[src/rtl/bank_register_mp.sv]
// ---------------------------------------------------------------------------
// bank_register_mp
//   Multi-ported register bank with a load scoreboard and a sequential clear.
//   Two combinational read ports see same-cycle writes through a bypass
//   (port A has priority over port B). Each entry carries a pending bit that
//   is set by a load claim and cleared by the load writeback on port B. A
//   clear request walks the bank one entry per cycle, zeroing data and
//   pending bits.
//
// Ports
//   clock, reset_n           rising-edge clock, asynchronous active-low reset
//   rd_addr1/2, rd_data1/2   read addresses and bypassed read data
//   busy1/2                  registered pending bit of rd_addr1 / rd_addr2
//   wr_en_a/wr_addr_a/wr_data_a   write port A (ALU writeback)
//   wr_en_b/wr_addr_b/wr_data_b   write port B (load writeback, clears pending)
//   claim_en/claim_addr      mark an entry pending (load issued)
//   clear_req                start a full sequential clear
//   clear_busy               high while the clear sequence runs
// ---------------------------------------------------------------------------
`timescale 1ns/1ps
module bank_register_mp #(
    parameter int DATA_W   = 32,
    parameter int ADDR_W   = 5,
    parameter int ZERO_REG = 1
) (
    input  logic              clock,
    input  logic              reset_n,
    input  logic [ADDR_W-1:0] rd_addr1,
    input  logic [ADDR_W-1:0] rd_addr2,
    output logic [DATA_W-1:0] rd_data1,
    output logic [DATA_W-1:0] rd_data2,
    output logic              busy1,
    output logic              busy2,
    input  logic              wr_en_a,
    input  logic [ADDR_W-1:0] wr_addr_a,
    input  logic [DATA_W-1:0] wr_data_a,
    input  logic              wr_en_b,
    input  logic [ADDR_W-1:0] wr_addr_b,
    input  logic [DATA_W-1:0] wr_data_b,
    input  logic              claim_en,
    input  logic [ADDR_W-1:0] claim_addr,
    input  logic              clear_req,
    output logic              clear_busy
);

    localparam int DEPTH = 32'sd1 << ADDR_W;
    localparam bit ZERO_EN = (ZERO_REG != 32'sd0);
    localparam logic [ADDR_W-1:0] ADDR_ZERO = {ADDR_W{1'b0}};
    localparam logic [ADDR_W-1:0] ADDR_LAST = {ADDR_W{1'b1}};
    localparam logic [ADDR_W-1:0] ADDR_ONE  = {{(ADDR_W-1){1'b0}}, 1'b1};

    typedef enum logic [0:0] {
        ST_IDLE  = 1'b0,
        ST_CLEAR = 1'b1
    } state_t;

    state_t              state_r;
    logic [ADDR_W-1:0]   idx_r;
    logic                clear_busy_r;
    logic [DATA_W-1:0]   regs_r [DEPTH];
    logic [DEPTH-1:0]    pend_r;

    logic                idle_s;
    logic                clr_en_s;
    logic                we_a_s;
    logic                we_b_s;
    logic                claim_s;

    // Qualify write/claim requests: only in IDLE, never to the hard-wired zero entry.
    always_comb begin
        idle_s   = (state_r == ST_IDLE);
        clr_en_s = (state_r == ST_CLEAR);
        we_a_s   = wr_en_a  & idle_s & ~(ZERO_EN & (wr_addr_a  == ADDR_ZERO));
        we_b_s   = wr_en_b  & idle_s & ~(ZERO_EN & (wr_addr_b  == ADDR_ZERO));
        claim_s  = claim_en & idle_s & ~(ZERO_EN & (claim_addr == ADDR_ZERO));
    end

    // Read port 1: zero entry, then bypass A, then bypass B, else stored data.
    always_comb begin
        rd_data1 = regs_r[rd_addr1];
        if (ZERO_EN && (rd_addr1 == ADDR_ZERO)) begin
            rd_data1 = {DATA_W{1'b0}};
        end else if (we_a_s && (wr_addr_a == rd_addr1)) begin
            rd_data1 = wr_data_a;
        end else if (we_b_s && (wr_addr_b == rd_addr1)) begin
            rd_data1 = wr_data_b;
        end else begin
            rd_data1 = regs_r[rd_addr1];
        end
    end

    // Read port 2: same priority as read port 1.
    always_comb begin
        rd_data2 = regs_r[rd_addr2];
        if (ZERO_EN && (rd_addr2 == ADDR_ZERO)) begin
            rd_data2 = {DATA_W{1'b0}};
        end else if (we_a_s && (wr_addr_a == rd_addr2)) begin
            rd_data2 = wr_data_a;
        end else if (we_b_s && (wr_addr_b == rd_addr2)) begin
            rd_data2 = wr_data_b;
        end else begin
            rd_data2 = regs_r[rd_addr2];
        end
    end

    // Scoreboard outputs come straight from the registered pending bits.
    assign busy1      = pend_r[rd_addr1];
    assign busy2      = pend_r[rd_addr2];
    assign clear_busy = clear_busy_r;

    // Clear sequencer: walks idx_r from 0 to all-ones once, then returns to IDLE.
    always_ff @(posedge clock or negedge reset_n) begin
        if (!reset_n) begin
            state_r      <= ST_IDLE;
            idx_r        <= ADDR_ZERO;
            clear_busy_r <= 1'b0;
        end else begin
            case (state_r)
                ST_IDLE: begin
                    if (clear_req) begin
                        state_r      <= ST_CLEAR;
                        idx_r        <= ADDR_ZERO;
                        clear_busy_r <= 1'b1;
                    end else begin
                        state_r      <= ST_IDLE;
                        idx_r        <= idx_r;
                        clear_busy_r <= 1'b0;
                    end
                end
                ST_CLEAR: begin
                    if (idx_r == ADDR_LAST) begin
                        state_r      <= ST_IDLE;
                        idx_r        <= ADDR_ZERO;
                        clear_busy_r <= 1'b0;
                    end else begin
                        state_r      <= ST_CLEAR;
                        idx_r        <= idx_r + ADDR_ONE;
                        clear_busy_r <= 1'b1;
                    end
                end
                default: begin
                    state_r      <= ST_IDLE;
                    idx_r        <= ADDR_ZERO;
                    clear_busy_r <= 1'b0;
                end
            endcase
        end
    end

    // Storage and pending bits; port A beats port B on data, a claim beats a port-B clear.
    always_ff @(posedge clock or negedge reset_n) begin
        if (!reset_n) begin
            for (int i = 0; i < DEPTH; i++) begin
                regs_r[i] <= {DATA_W{1'b0}};
            end
            pend_r <= {DEPTH{1'b0}};
        end else begin
            for (int i = 0; i < DEPTH; i++) begin
                if (clr_en_s && (idx_r == ADDR_W'(i))) begin
                    regs_r[i] <= {DATA_W{1'b0}};
                end else if (we_a_s && (wr_addr_a == ADDR_W'(i))) begin
                    regs_r[i] <= wr_data_a;
                end else if (we_b_s && (wr_addr_b == ADDR_W'(i))) begin
                    regs_r[i] <= wr_data_b;
                end else begin
                    regs_r[i] <= regs_r[i];
                end

                if (clr_en_s && (idx_r == ADDR_W'(i))) begin
                    pend_r[i] <= 1'b0;
                end else if (claim_s && (claim_addr == ADDR_W'(i))) begin
                    pend_r[i] <= 1'b1;
                end else if (we_b_s && (wr_addr_b == ADDR_W'(i))) begin
                    pend_r[i] <= 1'b0;
                end else begin
                    pend_r[i] <= pend_r[i];
                end
            end
        end
    end

endmodule

[config.mk]
export PLATFORM = sky130hd
export DESIGN_NAME = bank_register_mp
export DESIGN_NICKNAME = d
export VERILOG_FILES = /design/src/rtl/bank_register_mp.sv
export SDC_FILE = /design/constraint.sdc
export NUM_CORES = 2
export LEC_CHECK = 0
export CAP_MARGIN = 15
export CORE_MARGIN = 4
export CORE_UTILIZATION = 40
export DETAILED_ROUTE_END_ITERATION = 8
export PLACE_DENSITY = 0.52
export SYNTH_ARGS = -nofsm -noshare
export SYNTH_HDL_FRONTEND = slang
export SYNTH_SLANG_ARGS = --single-unit
export TNS_END_PERCENT = 1
[constraint.sdc]
create_clock -name clock -period 3.6 [get_ports clock]
set_input_delay 0.72 -clock clock [delete_from_list [all_inputs] [get_ports clock]]
set_output_delay 0.72 -clock clock [all_outputs]
set_load 0.02 [all_outputs]
==> results.yml <==
setup_path:
  critPathCapture: "rd_data2[4]"
  worst-r2r-setup-slack_ns: 0.61
  slowest_stage: "mux4_2"
  max_stage_delay_ns: 0.50
  r2r_end: "regs_r[826]$_DFFE_PN0P_"
  cp_max_fo: 16
  crit_type: "input port to output port"
  crit_arrival_ns: 3.22
  r2r-start: "clear_busy$_DFF_PN0_"
  crit_top_cell: "buf_16"
  path_cells: "buf_16 > buf_16 > buf_16 > buf_12 > mux4_2 > a22oi_1 > nand2_1 > nand4_1 > nand4b_1 > dlygate4sd2_1"
  crit_start: "rd_addr2[0]"
  end_kind: "output port"
  required_ns: 2.88
  rr_worst_depth: 9
  start_kind: "input port"
pwr:
  irDropWorstVdd_uv: 564
  powerDensity_mw_per_mm2: 638
  p_leak_nw: 35.9
  p_total_mw: 51.5
yosys:
  async_flop_share_pct: 100
  yosysUniqueCellTypes: 67
  yosysTopAreaCellShare_pct: 40.0
  ys_warn_count: 0
  yosysTopAreaCell: "dfrtp_1"
  synth-simple-area-share_pct: 11.4
  synth_edf_count: 0
  synth-main-ff-cell: "dfrtp_1"
  yosys.area_share.adder_pct: 0.113
  avgSynthCellArea_um2: 10.7
  synthesis.nets: 6335
  synth-compound-area-share_pct: 16.0
  synth_seq_cells: 1062
  synth_xor_area_share_pct: 0.290
  syn-cell-area_mm2: 0.0664
  synth_top_family_by_area: "multiplexers"
  synthTopCellsByArea: "dfrtp_1 (40%), mux4_2 (20%), mux2i_1 (5.1%)"
  syn_inst: 6234
  yosysSeqAreaShare_pct: 40.0
  synthMuxAreaShare_pct: 24.8
timing:
  setup_ws_ns: -0.337
  tns_ns: -9.88
  period_share_pct: 109
  fin_skew_ns: 0.0300
  finalSetupViolCount: 53
  timing.hold.ws_ns: 0.0222
  fmax_mhz: 254
  slew_viol_final: 0
  finalHoldViolations: 0
  slew_headroom_pct: 11.8
  rsz0062_at_grt: "true"
  tightest_slew_ns: 1.32
  final.min_clock_period_ns: 3.94
routing:
  wire_per_inst_um: 37.8
  antenna_left: 0
  wl_um: 329000
  drt_iter0_drc: 11530
  drc: 21
  num_vias: 61246
  firstDrtPassIters: 9
  viasPerCell: 7.05
final_layout:
  area_delta_synth_final_pct: 21.3
  drive_gt1_share_pct: 27.0
  final_cell_area_mm2: 0.0806
  nets: 6491
  post_layout_nonfiller_instances: 8688
clocking:
  worstSkewPairLatency_ns: 0.81
  hold_buffers: 0
  cts_buffers: 130
  htreeDepth: 4
  cts.sinks: 1062
  clk_path_buf_depth: 3
  ctsRootBufferMaster: "clkbuf_16"
  cts_tree: "built"
  clk_pin_slew_ns: 0.06
grt:
  grt_usage_pct: 37.2
  grt_pass1_vias: 59733
  antenna_found_initial: 19
  grt_first_pass_wirelength_um: 461000
  grt_max_degree: 90
  grt_remaining_overflow: 0
floorplan:
  dieArea_mm2: 0.173
  start_util_pct: 40.3
  die_x_um: 416
  core_mm2: 0.165
  io_pins: 162
  die_y_um: 416
  rows: 149
run:
  drv_cap: 0
placement:
  gp_congestion: 0.958
  dp_cells: 8436
  hpwl_um: 205000
  place.port_buffers: 161
  placed_area_mm2: 0.0757
outcome:
  violations: "DRC, setup timing"
  status: "finished with violations"
min_path:
  hold_path.class: "input port to async pin"
## per-layer routing
layer / global-route usage, % / routed length [µm] / vias to the layer above
met4: 24.1 / 25600 / 12
met1: 46.5 / 117000 / 30955
met5: 0 / 63 / -
met2: 55.9 / 145000 / 4813
met3: 11.5 / 40300 / 1198
li1: - / - / 24268
## power breakdown
part	total, mW	internal [mW]	leakage [nW]	switching [mW]
logic	18.0	9.14	19.4	8.86
registers	20.0	16.3	14.4	3.71
clock network	13.4	7.74	2.12	5.71
total	51.5	33.2	35.9	18.3
## registers in the layout, indices dropped and copies added (netlist names)
signal      cells
regs_r       1024
pend_r         32
clear_busy      1
idx_r           5
## cell usage in the layout (no fill, tap or decap), types with 216 or more instances in the layout
cell	count
inv_1	354
nor2_1	590
mux2i_1	340
a22oi_1	216
buf_4	495
a211oi_1	286
a222oi_1	315
mux4_2	581
nand2_1	382
dfrtp_1	1062
nand3_1	263
## critical path, delay by kind of cell
family,cells,cell delay (ns)
multiplexers,1,0.50
AO/OA/AOI/OAI,1,0.21
AND/OR/NAND/NOR,3,0.49
buffers and inverters,5,1.20
## worst min-delay path by stage
| stage | slack, ns | cells past startpoint | from | end |
|---|---|---|---|---|
| after global placement | 0.47 | 2 | regs_r[867]$_DFFE_PN0P_ | regs_r[867]$_DFFE_PN0P_ |
| after CTS | 0.009 | 1 | reset_n | regs_r[237]$_DFFE_PN0P_ |
| after floorplan | 0.42 | 0 | reset_n | clear_busy$_DFF_PN0_ |
| after global routing | 0.02 | 1 | reset_n | regs_r[37]$_DFFE_PN0P_ |
| after detailed placement | 0.47 | 2 | regs_r[816]$_DFFE_PN0P_ | regs_r[816]$_DFFE_PN0P_ |
| final | 0.02 | 1 | reset_n | regs_r[37]$_DFFE_PN0P_ |
## cell families (layout without fill, tap and decap cells)
family,Yosys count,in the layout
simple gates,1625,1625
compound gates,1387,1387
buf+inv,1210,1466
flops,1062,1062
mux,922,922
xor+xnor,22,22
fa+ha+maj,6,6
other cells,0,9
## Yosys cell counts (20+ instances only)
library cell,instances
inv_1,354
a211oi_1,286
a221oi_1,78
a22oi_1,227
nand4_1,89
a21oi_1,156
o21ai_0,60
mux2i_1,340
mux4_2,581
a31oi_1,186
o2111ai_1,26
nor2_1,616
xnor2_1,20
nand4b_1,30
buf_2,140
a222oi_1,315
clkbuf_1,649
nand3_1,272
dfrtp_1,1062
buf_1,22
nor4b_1,30
and2_1,39
buf_4,31
nand2_1,415
## layout make-up
type	instances	area, µm²
fill	14726	84400
multi-input combinational	3962	35800
sequential	1062	26600
timing repair buffer	879	9820
clock buffer	191	3900
tap	2189	2740
inverter	355	1350
clock inverter	41	370
antenna	9	22.5
## what timing repair did
action	CTS	global route
gates cloned	3	1
buffers inserted	7	0
gates resized for setup	239	50
pin swaps	18	12
endpoints found under the setup margin	66	64
## metrics by stage
step	util [%]	worst slack (ns)
6_report	48.9	-0.337
4_1_cts	48.7	-0.314
3_3_place_gp	45.9	-0.729
5_1_grt	48.8	-0.364
2_1_floorplan	-	0.232
3_5_place_dp	45.9	-0.737
Note: power is estimated with default switching activity, not from simulation.
